`config.mk`:
```
export PLATFORM = sky130hd
export DESIGN_NAME = comparator_monitor
export DESIGN_NICKNAME = d
export VERILOG_FILES = /design/src/rtl/comparator_monitor.sv
export SDC_FILE = /design/constraint.sdc
export NUM_CORES = 1
export LEC_CHECK = 0
export BUFFER_PORTS_ARGS = -buffer_cell sky130_fd_sc_hd__buf_4
export CORE_ASPECT_RATIO = 2
export CORE_MARGIN = 4
export CORE_UTILIZATION = 55
export DETAILED_ROUTE_END_ITERATION = 7
export GPL_TIMING_DRIVEN = 0
export PLACE_DENSITY = 0.86
export SYNTH_ARGS = -nofsm -noshare
export SYNTH_HDL_FRONTEND = slang
export SYNTH_SLANG_ARGS = --single-unit
```
`constraint.sdc`:
```
create_clock -name wb_clk_i -period 5.4 [get_ports wb_clk_i]
set_input_delay 1.08 -clock wb_clk_i [delete_from_list [all_inputs] [get_ports wb_clk_i]]
set_output_delay 1.08 -clock wb_clk_i [all_outputs]
set_load 0.01 [all_outputs]
```
`src/rtl/comparator_monitor.sv`:
```
// comparator_monitor: synchronizes and glitch-filters the analog comparator
// output, counts filtered rising/falling edges, and raises a maskable level
// interrupt. All state is visible through a Wishbone slave register window.
//
// Optional feature macro: COMP_MON_TIMESTAMP_EN
//   defined   -> a free-running 32-bit cycle counter (running while en=1) is
//                captured into TSTAMP on every filtered edge.
//   undefined -> TSTAMP reads 0; no counter or capture register is built.
module comparator_monitor #(
  parameter logic [31:0] BASE_ADDR = 32'h3000_0000,
  parameter int unsigned CNT_W     = 16
) (
  input  logic        wb_clk_i,
  input  logic        wb_rst_i,
  input  logic        wbs_stb_i,
  input  logic        wbs_cyc_i,
  input  logic        wbs_we_i,
  input  logic [3:0]  wbs_sel_i,
  input  logic [31:0] wbs_adr_i,
  input  logic [31:0] wbs_dat_i,
  output logic        wbs_ack_o,
  output logic [31:0] wbs_dat_o,
  input  logic        comp_i,
  output logic        comp_level_o,
  output logic        irq_o
);

  localparam logic [CNT_W-1:0] CNT_MAX = {CNT_W{1'b1}};
  localparam logic [CNT_W-1:0] CNT_ONE = CNT_W'(1);

  // Control register fields
  logic             en_r;
  logic             ie_rise_r;
  logic             ie_fall_r;
  logic [3:0]       filt_r;

  // Status and counters
  logic             rise_flag_r;
  logic             fall_flag_r;
  logic [CNT_W-1:0] rise_cnt_r;
  logic [CNT_W-1:0] fall_cnt_r;

  // Synchronizer and filter state
  logic             s1_r;
  logic             s2_r;
  logic             level_r;
  logic [3:0]       filt_cnt_r;

  // Bus registers
  logic             ack_r;
  logic [31:0]      dat_r;

  // Decoded bus strobes and combinational helpers
  logic             hit_s;
  logic             req_s;
  logic             wr_s;
  logic [2:0]       word_idx_s;
  logic             ctrl_wr_s;
  logic             status_wr_s;
  logic             rise_clr_s;
  logic             fall_clr_s;
  logic             differ_s;
  logic             settle_s;
  logic             rise_s;
  logic             fall_s;
  logic [31:0]      rdata_s;
  logic [31:0]      tstamp_s;
  logic             unused_s;

  assign hit_s       = wbs_stb_i & wbs_cyc_i & (wbs_adr_i[31:5] == BASE_ADDR[31:5]);
  assign req_s       = hit_s & ~ack_r;
  assign wr_s        = req_s & wbs_we_i;
  assign word_idx_s  = wbs_adr_i[4:2];
  assign ctrl_wr_s   = wr_s & (word_idx_s == 3'd0) & wbs_sel_i[0];
  assign status_wr_s = wr_s & (word_idx_s == 3'd1) & wbs_sel_i[0];
  assign rise_clr_s  = wr_s & (word_idx_s == 3'd2) & wbs_sel_i[0];
  assign fall_clr_s  = wr_s & (word_idx_s == 3'd3) & wbs_sel_i[0];

  // A filtered edge happens when s2 has disagreed with level for filt+1 cycles.
  assign differ_s    = s2_r ^ level_r;
  assign settle_s    = differ_s & (filt_cnt_r == filt_r);
  assign rise_s      = en_r & settle_s & s2_r;
  assign fall_s      = en_r & settle_s & ~s2_r;

  assign wbs_ack_o    = ack_r;
  assign wbs_dat_o    = dat_r;
  assign comp_level_o = level_r;
  assign irq_o        = en_r & ((rise_flag_r & ie_rise_r) | (fall_flag_r & ie_fall_r));

  // Only byte 0 of the data bus carries fields; the rest is deliberately ignored.
  assign unused_s = ^{wbs_dat_i[31:8], wbs_sel_i[3:1], wbs_adr_i[1:0]};

  // Two-flop synchronizer for the asynchronous comparator output.
  always_ff @(posedge wb_clk_i) begin
    if (wb_rst_i) begin
      s1_r <= 1'b0;
      s2_r <= 1'b0;
    end else begin
      s1_r <= comp_i;
      s2_r <= s1_r;
    end
  end

  // Glitch filter; while disabled, level tracks s2 so re-enable cannot create an edge.
  always_ff @(posedge wb_clk_i) begin
    if (wb_rst_i) begin
      level_r    <= 1'b0;
      filt_cnt_r <= 4'd0;
    end else if (!en_r) begin
      level_r    <= s2_r;
      filt_cnt_r <= 4'd0;
    end else if (differ_s) begin
      if (filt_cnt_r == filt_r) begin
        level_r    <= s2_r;
        filt_cnt_r <= 4'd0;
      end else begin
        filt_cnt_r <= filt_cnt_r + 4'd1;
      end
    end else begin
      filt_cnt_r <= 4'd0;
    end
  end

  // CTRL register, byte-lane 0 holds every field.
  always_ff @(posedge wb_clk_i) begin
    if (wb_rst_i) begin
      en_r      <= 1'b0;
      ie_rise_r <= 1'b0;
      ie_fall_r <= 1'b0;
      filt_r    <= 4'd0;
    end else if (ctrl_wr_s) begin
      en_r      <= wbs_dat_i[0];
      ie_rise_r <= wbs_dat_i[1];
      ie_fall_r <= wbs_dat_i[2];
      filt_r    <= wbs_dat_i[7:4];
    end
  end

  // Sticky edge flags; a new edge takes priority over a write-one-to-clear.
  always_ff @(posedge wb_clk_i) begin
    if (wb_rst_i) begin
      rise_flag_r <= 1'b0;
      fall_flag_r <= 1'b0;
    end else begin
      if (rise_s) begin
        rise_flag_r <= 1'b1;
      end else if (status_wr_s && wbs_dat_i[1]) begin
        rise_flag_r <= 1'b0;
      end
      if (fall_s) begin
        fall_flag_r <= 1'b1;
      end else if (status_wr_s && wbs_dat_i[2]) begin
        fall_flag_r <= 1'b0;
      end
    end
  end

  // Saturating edge counters; clear plus increment in one cycle leaves 1.
  always_ff @(posedge wb_clk_i) begin
    if (wb_rst_i) begin
      rise_cnt_r <= '0;
      fall_cnt_r <= '0;
    end else begin
      if (rise_clr_s) begin
        rise_cnt_r <= rise_s ? CNT_ONE : '0;
      end else if (rise_s && (rise_cnt_r != CNT_MAX)) begin
        rise_cnt_r <= rise_cnt_r + CNT_ONE;
      end
      if (fall_clr_s) begin
        fall_cnt_r <= fall_s ? CNT_ONE : '0;
      end else if (fall_s && (fall_cnt_r != CNT_MAX)) begin
        fall_cnt_r <= fall_cnt_r + CNT_ONE;
      end
    end
  end

`ifdef COMP_MON_TIMESTAMP_EN
  logic [31:0] ts_cnt_r;
  logic [31:0] tstamp_r;

  // Free-running cycle counter (while enabled) and capture on every filtered edge.
  always_ff @(posedge wb_clk_i) begin
    if (wb_rst_i) begin
      ts_cnt_r <= 32'd0;
      tstamp_r <= 32'd0;
    end else begin
      if (en_r) begin
        ts_cnt_r <= ts_cnt_r + 32'd1;
      end
      if (rise_s || fall_s) begin
        tstamp_r <= ts_cnt_r;
      end
    end
  end

  assign tstamp_s = tstamp_r;
`else
  assign tstamp_s = 32'd0;
`endif

  // Read-data multiplexer over the eight-word window.
  always_comb begin
    rdata_s = 32'd0;
    case (word_idx_s)
      3'd0:    rdata_s = {24'd0, filt_r, 1'b0, ie_fall_r, ie_rise_r, en_r};
      3'd1:    rdata_s = {29'd0, fall_flag_r, rise_flag_r, level_r};
      3'd2:    rdata_s = 32'(rise_cnt_r);
      3'd3:    rdata_s = 32'(fall_cnt_r);
      3'd4:    rdata_s = tstamp_s;
      default: rdata_s = 32'd0;
    endcase
  end

  // Single-cycle acknowledge with registered read data, zero outside ack.
  always_ff @(posedge wb_clk_i) begin
    if (wb_rst_i) begin
      ack_r <= 1'b0;
      dat_r <= 32'd0;
    end else begin
      ack_r <= req_s;
      dat_r <= req_s ? rdata_s : 32'd0;
    end
  end

endmodule

```
* Yosys cells after proc, flatten, opt, wreduce, memory -nomap -nowiden
Index checks and enable logic that the tools add are counted.
Cells by class: add/subtract/negate cells 3, eq/ne operators 9, muxes and demuxes 14, bitwise logic cells 26, reduce and logical (&&, ||, !) cells 12
Operator list (number):
- 16-bit 2-to-1 mux | 4
- 16-bit case mux with 4 select lines | 1
- 16-bit by 1-bit adder with 16-bit output (second input constant) | 2
- 16-bit != test (second input constant) | 2
- 27-bit by 25-bit equality test with 1-bit output (second input constant) | 1
- 1-bit AND | 19
- 1-bit 2-to-1 mux | 9
- 2-bit nonzero test | 4
- 3-bit by 2-bit equality test with 1-bit output (second input constant) | 2
- 1-bit inverter | 5
- 4-bit by 1-bit adder with 4-bit output (second input constant) | 1
- 4-bit equality test | 1
- 1-bit logical AND | 4
- 2-bit by 1-bit != test with 1-bit output (second input constant) | 2
- 4-bit OR reduction | 1
- 3-bit by 1-bit equality test with 1-bit output (second input constant) | 1
- 3-bit zero test | 1
- 2-bit AND reduction | 1
- 2-bit OR reduction | 1
- 1-bit OR | 1
- 1-bit bitwise XOR | 1
Storage, ports and cells: register bits 81, input port bits 74, output and inout bits 35, logic and storage cells 78

* Longest topological paths before layout
Gate-level depths: netlist (run 1).
depth after elaboration 9, depth in mapped cells 7, gate-level depth less buffers 6

* Worst setup path before layout (run 1)
OpenSTA, ideal clock, no wires.
kind in2reg, start input port wbs_adr_i[14], end register dat_r[10] (netlist: wbs_dat_o[10]), library setup time 0.065 ns, arrival 2.493 ns, required time 5.335 ns, setup slack 2.842 ns, stages on the path 7, buffers on the path 2, path through nor4_2 nand4_1 or3_1 or3_1 buf_2 buf_6 nor2_1
Between the ends: cells in the longest elaborated chain, start to end 5
RTL lines:
- start, declared | line 19 | input logic [31:0] wbs_adr_i,
- 27-bit by 25-bit equality test with 1-bit output | line 70 | assign hit_s = wbs_stb_i & wbs_cyc_i & (wbs_adr_i[31:5] == BASE_ADDR[31:5]);
- 1-bit AND | line 70
- 1-bit AND | line 71 | assign req_s = hit_s & ~ack_r;
- 1-bit inverter (no source line)
- 2-bit OR reduction (no source line)
- end signal, assigned | line 221 | dat_r <= req_s ? rdata_s : 32'd0;
- end, declared | line 51 | logic [31:0] dat_r;
No other way between the ends. A chain may end at the register's enable or synchronous reset.

* Worst setup path after layout (run 1)
start input port wbs_adr_i[14], end register fall_cnt_r[4]
Between the ends: cells in the longest elaborated chain, start to end 7, elaborated cells between the ends (all ways) 8, classes of those cells eq/ne: 1; mux: 1; bitwise: 5; reduce/logical: 1
RTL lines:
- 27-bit by 25-bit equality test with 1-bit output (*) | line 70
- 1-bit AND (*) | line 70
- 1-bit AND (*) | line 71
- 1-bit AND (*) | line 72 | assign wr_s = req_s & wbs_we_i;
- 1-bit AND (*) (2 in a row) | line 77 | assign fall_clr_s = wr_s & (word_idx_s == 3'd3) & wbs_sel_i[0];
- 16-bit 2-to-1 mux / 2-bit nonzero test (equally long branches)
- end signal, assigned | line 170 | fall_cnt_r <= fall_s ? CNT_ONE : '0;
- end signal, assigned | line 172 | fall_cnt_r <= fall_cnt_r + CNT_ONE;
- end, declared | line 41 | logic [CNT_W-1:0] fall_cnt_r;
Every way passes the cells marked *; elsewhere a longest branch is shown, timed or not.

==> results.yml, run 1 <==
power_and_ir_drop:
  clkPwrFrac_pct: 53.4
  power_leakage_nw: 1.56
  p_comb_share_pct: 5.3
  p_per_area_nw_per_um2: 276
  max-vdd-ir-drop_mv: 0.224
  p_sw_share_pct: 19.9
  seqPwrFrac_pct: 41.3
  p_int_mw: 0.935
  p_sw_mw: 0.232
global_routing:
  grt_max_degree: 11
  grt_use_total_pct: 23.3
  grt_pass1_wl_um: 13900
  grt_pass1_vias: 3110
  overflow: 0
  antenna_found_initial: 0
sta:
  period_share_pct: 51.7
  hold_violations: 0
  fin_skew_ns: 0.00886
  rsz0062_at_grt: "no"
  slew_violations: 0
  setup_tns_ns: 0
  fin_crit_ns: 2.79
  fmax_mhz: 358
  tightest_slew_ns: 0.644
  relSlewSlack_pct: 56.7
  setup_viol: 0
finish:
  ff_latch_area_um2: 1300
  areaGrowthSynthToFinish_pct: 27.5
  antenna_cells: 0
  instances_no_fill: 533
  multiInputGateArea_um2: 1830
  drive_gt1_share_pct: 23.7
  num-fill-cells: 451
  nNetsFinal: 544
routing:
  dr.pass1.iters: 4
  viasPerCell: 6.12
  routed_wl_um: 8670
  drt-initial-drc-count: 168
  ant_nets: 0
  dr_total_vias: 3261
  route.detailed.drc: 0
  wire_per_inst_um: 16.3
status:
  status: "finished, final reports clean"
clocking:
  clk_latency_ns: 0.33
  cts_tree: "done"
  ctsResizeCount: 0
  clkSinkCount: 65
  cts_buffer_depth: 2
  root_buffer: "clkbuf_16"
  clk_pin_slew_ns: 0.05
  cts_buffers: 9
  cts_hold_buf: 0
  h-tree-depth: 3
  cts_setup_buffers: 0
worst_setup_path:
  cp-start-kind: "primary input"
  critPathKind: "primary input to flip-flop"
  cp_max_fo: 10
  worstRegToRegCells: 6
  cp.arrival_ns: 2.99
  crit_path_end_kind: "flip-flop"
  crit_required_ns: 5.60
synth:
  yosysWarnings: 0
  ys_ff_latch: 65
  synthCells: 381
  synth_edf_count: 0
  synth_area_um2: 3310
  synth_flop_cell: "dfxtp_1"
  ys_seq_area_share_pct: 39.3
  avgSynthCellArea_um2: 8.69
  synth_cell_types: 50
  postSynth.asyncResetShare_pct: 0
floorplanning:
  die_x_um: 62.9
  initial_core_util_pct: 57.5
  die_h_um: 118
  dieArea_um2: 7400
  rows: 39
  core_area_um2: 5760
  pin_count: 109
run:
  drv_cap: 0
placed_design:
  finalWeightedCongestion: 0.918
  dp.cells: 517
  port_buffers: 60
  dp_hpwl_um: 6650
worst_hold_path:
  hp-class: "flip-flop to flip-flop"
  hold_path_depth: 1
==> placed cells by master, fill, tap and decap left out, types with 10 or more instances in the layout <==
cell,instances
o31ai_1,12
nand2_1,20
a22oi_1,10
nor4_1,11
dfxtp_1,65
xnor2_1,12
conb_1,16
mux2i_1,12
nand3_1,13
a21oi_1,23
clkbuf_1,11
buf_4,78
nand4_1,15
or3_1,12
nor2_1,47
or4_1,14
==> worst paths after layout <==
| path | from | endpoint | slack (ns) |
|---|---|---|---|
| worst max-delay path | wbs_adr_i[14] | fall_cnt_r[4]$_SDFFE_PP0P_ | 2.61 |
| worst min-delay path | s1_r$_SDFF_PP0_ | s2_r$_SDFF_PP0_ | 0.43 |
| worst max register to register | fall_cnt_r[6]$_SDFFE_PP0P_ | fall_cnt_r[3]$_SDFFE_PP0P_ | 3.22 |
| worst min register to register | s1_r$_SDFF_PP0_ | s2_r$_SDFF_PP0_ | 0.43 |
==> power by group through the flow <==
| stage | registers, mW | logic (mW) | clock network (mW) |
|---|---|---|---|
| 2_1_floorplan | 0.492 | 0.0300 | 0 |
| 3_3_place_gp | 0.492 | 0.0596 | 0 |
| 3_5_place_dp | 0.492 | 0.0610 | 0 |
| 4_1_cts | 0.482 | 0.0614 | 0.625 |
| 5_1_grt | 0.481 | 0.0678 | 0.640 |
| 6_report | 0.482 | 0.0622 | 0.623 |
==> final cells by class <==
class / instances / area share [%]
clock buffers: 15 / 7.05
repair buffers: 60 / 10.7
multi-input cells: 291 / 43.4
flip-flops and latches: 65 / 30.8
inverters: 5 / 0.445
well taps: 61 / 1.81
plain buffers: 35 / 5.04
clock inverters: 1 / 0.711
==> flip-flops by register name, summed over array words and instances, names as in the netlist <==
signal        cells
filt_cnt_r        4
wbs_dat_o        16
fall_cnt_r       16
rise_flag_r       1
filt_r            4
ie_rise_r         1
fall_flag_r       1
wbs_ack_o         1
s2_r              1
comp_level_o      1
en_r              1
ie_fall_r         1
rise_cnt_r       16
s1_r              1
==> through the flow <==
step	power, mW	hold slack (ns)	worst slack (ns)	util, %	instance area (um2)
5_1_grt	1.19	0.463	2.44	73.3	4220
6_report	1.17	0.433	2.61	73.3	4220
3_3_place_gp	0.551	0.418	2.34	67.6	3890
2_1_floorplan	0.522	0.414	2.84	-	3370
4_1_cts	1.17	0.435	2.63	73.3	4220
3_5_place_dp	0.553	0.423	2.29	67.6	3890
==> cell families after synthesis <==
family | count (synthesis) | share of synthesized area, %
compound gates | 69 | 13.3
flops | 65 | 39.3
xor+xnor | 14 | 3.70
mux | 15 | 5.67
other cells | 1 | 0.113
buf+inv | 40 | 6.99
simple gates | 174 | 29.8
fa+ha+maj | 3 | 1.13
==> synth_stat cells, drive strengths merged (2+ instances only) <==
master / n / area share (%)
o21ai: 8 / 1.2
mux4: 3 / 2.0
a22oi: 10 / 2.3
nor3: 5 / 1.1
nand3: 13 / 2.0
clkbuf: 11 / 1.3
or3: 12 / 2.3
dfxtp: 65 / 39
xnor2: 12 / 3.2
a21oi: 23 / 3.5
nor4b: 3 / 0.79
nor4: 13 / 2.8
nand2: 20 / 2.3
o311ai: 3 / 0.79
nor2: 47 / 5.3
ha: 3 / 1.1
nand3b: 4 / 0.91
buf: 24 / 5.1
and4: 4 / 1.1
or2: 4 / 0.76
o31ai: 12 / 2.7
inv: 5 / 0.57
a31oi: 6 / 1.1
mux2i: 12 / 3.6
a21o: 2 / 0.45
a211oi: 2 / 0.45
nand4: 16 / 3.2
nor2b: 9 / 1.7
xor2: 2 / 0.53
and3: 4 / 0.76
or4: 14 / 3.2
==> per-layer routing <==
layer | track usage [%] | up-vias | wire length (um)
met5 | 0 | - | 0
met4 | 14.4 | 0 | 517
met3 | 5.06 | 44 | 579
met2 | 42.8 | 149 | 4470
met1 | 22.8 | 1511 | 3110
li1 | - | 1557 | -
==> worst max-delay path: stages <==
cell	delay, ns
buf_4	0.11
nor4_2	0.32
nand4_1	0.25
nor2_1	0.39
a21o_1	0.33
clkbuf_1	0.41
nor2_1	0.10
Note: power is estimated with default switching activity, not from simulation.
==> inputs of run 2 (changes only) <==
Settings changed: CORE_UTILIZATION 55 to 51, PLACE_DENSITY 0.86 to 0.8.
Clock period 5.4 ns to 2.8 ns, I/O delays scaled along.
==> run 2 against run 1 <==
  * Die area increased by 7.1%
  * Highest routed layer unchanged
  * Register-to-register slack got worse by 2.6 ns
  * Clock power up 64%
  * Setup slack got worse by 2.1 ns
  * Sequential share of layout area increased by 0.19 points
  * Sequential power rose by 93%
  * Largest cell class unchanged
  * Via count shrank 2.2%
  * Critical endpoint is now fall_cnt_r[1]$_SDFFE_PP0P_
  * Critical path type unchanged
==> results.yml, run 2 (synthesized netlist as in run 1, its figures left out) <==
status:
  status: "finished, final reports clean"
clocking:
  cts_tree: "done"
  cts_hold_buf: 0
  cts_setup_buffers: 0
  cts_buffer_depth: 2
  clk_latency_ns: 0.33
  h-tree-depth: 3
  root_buffer: "clkbuf_16"
  cts_buffers: 9
  clk_pin_slew_ns: 0.05
  ctsResizeCount: 0
  clkSinkCount: 65
finish:
  antenna_cells: 0
  num-fill-cells: 544
  final_common_cell: "buf_4"
  nNetsFinal: 544
  areaGrowthSynthToFinish_pct: 26.7
  final_cell_mix: "buf_4 (78), dfxtp_1 (65), nor2_1 (47)"
  drive_gt1_share_pct: 23.2
  final_area_um2: 4200
  instances_no_fill: 555
routing:
  viasPerCell: 5.75
  drt-initial-drc-count: 128
  dr.pass1.iters: 4
  ant_nets: 0
  wire_per_inst_um: 15.6
  routed_wl_um: 8680
  route.detailed.drc: 0
  dr_total_vias: 3189
floorplanning:
  initial_core_util_pct: 52.5
  die_h_um: 122
  rows: 41
  dieArea_um2: 7920
  pin_count: 109
  core_area_um2: 6310
  die_x_um: 65.0
power_and_ir_drop:
  max-vdd-ir-drop_mv: 0.537
  p_int_mw: 1.65
  p_sw_mw: 0.417
  power_leakage_nw: 1.53
  p_sw_share_pct: 20.2
  seqPwrFrac_pct: 45.0
  p_comb_share_pct: 5.8
  clkPwrFrac_pct: 49.2
  p_per_area_nw_per_um2: 492
placed_design:
  dp_hpwl_um: 6730
  dp.cells: 542
  finalWeightedCongestion: 0.902
  port_buffers: 60
  place_area_um2: 3930
sta:
  setup_tns_ns: 0
  hold_violations: 0
  hold_ws_ns: 0.452
  slew_violations: 0
  fin_crit_ns: 2.33
  fin_skew_ns: 0.00660
  relSlewSlack_pct: 56.4
  period_share_pct: 83.1
  rsz0062_at_grt: "no"
  fmax_mhz: 430
  setup_viol: 0
  tightest_slew_ns: 0.649
worst_setup_path:
  cp-start-kind: "primary input"
  crit_path_end_kind: "flip-flop"
  worstPathBufferInverterCount: 2
  cp_slowest_cell: "clkbuf_1"
  path_cells: "buf_4 > nor4_1 > nand4_1 > nor2_1 > a21o_1 > clkbuf_1 > nor2_1"
  cp.arrival_ns: 2.52
  critPathKind: "primary input to flip-flop"
  crit_top_cell: "nor2_1"
  cpPeakStageDelay_ns: 0.42
  crit_required_ns: 2.99
  cp_max_fo: 10
  cp_top_family: "simple AND/OR/NAND/NOR gates"
global_routing:
  overflow: 0
  grt_max_degree: 11
  antenna_found_initial: 0
  grt_pass1_vias: 3259
  grt_use_total_pct: 23.8
  grt_pass1_wl_um: 14500
worst_hold_path:
  hp-class: "primary input to flip-flop"
run:
  drv_cap: 0
-- run 2: cell types whose count changed in the layout (fill, tap and decap cells not counted), sizes merged --
cell	change
clkbuf	-2
bufinv	-1
-- run 2: worst paths after layout --
check | from | end | slack, ns | cells after the start
worst min register to register | s1_r$_SDFF_PP0_ | s2_r$_SDFF_PP0_ | 0.46 | 1
worst max register to register | wbs_ack_o$_SDFF_PP0_ | fall_cnt_r[1]$_SDFFE_PP0P_ | 0.59 | 6
worst min-delay path | comp_i | s1_r$_SDFF_PP0_ | 0.45 | 2
worst max-delay path | wbs_adr_i[26] | fall_cnt_r[1]$_SDFFE_PP0P_ | 0.47 | 7
-- run 2: routing by layer --
metal	wire length (um)	vias up	global-route usage, %
li1	-	1563	-
met1	3110	1456	23.1
met2	4630	137	42.7
met3	533	33	6.09
met4	401	0	16.4
met5	0	-	0
-- run 2: power groups by stage --
stage	registers, mW	logic (mW)	clock network [mW]
2_1_floorplan	0.948	0.0579	0
3_3_place_gp	0.948	0.115	0
3_5_place_dp	0.949	0.117	0
4_1_cts	0.930	0.118	1.02
5_1_grt	0.929	0.131	1.08
6_report	0.930	0.120	1.02
-- run 2: area by class of cell --
type                       instances  area (um2)  area share [%]
sequential                        65        1300            31.0
tap                               86         108            2.56
multi-input combinational        291        1830            43.7
clock buffer                      13         270            6.44
timing repair buffer              60         450            10.7
buffer                            35         213            5.07
inverter                           5        18.8           0.447
-- run 2: metrics by stage --
stage | setup slack, ns | util, % | total power [mW]
6_report | 0.472 | 66.5 | 2.07
5_1_grt | 0.346 | 66.5 | 2.14
3_3_place_gp | 0.229 | 62.2 | 1.06
4_1_cts | 0.495 | 66.5 | 2.07
3_5_place_dp | 0.159 | 62.2 | 1.07
2_1_floorplan | 0.762 | - | 1.01
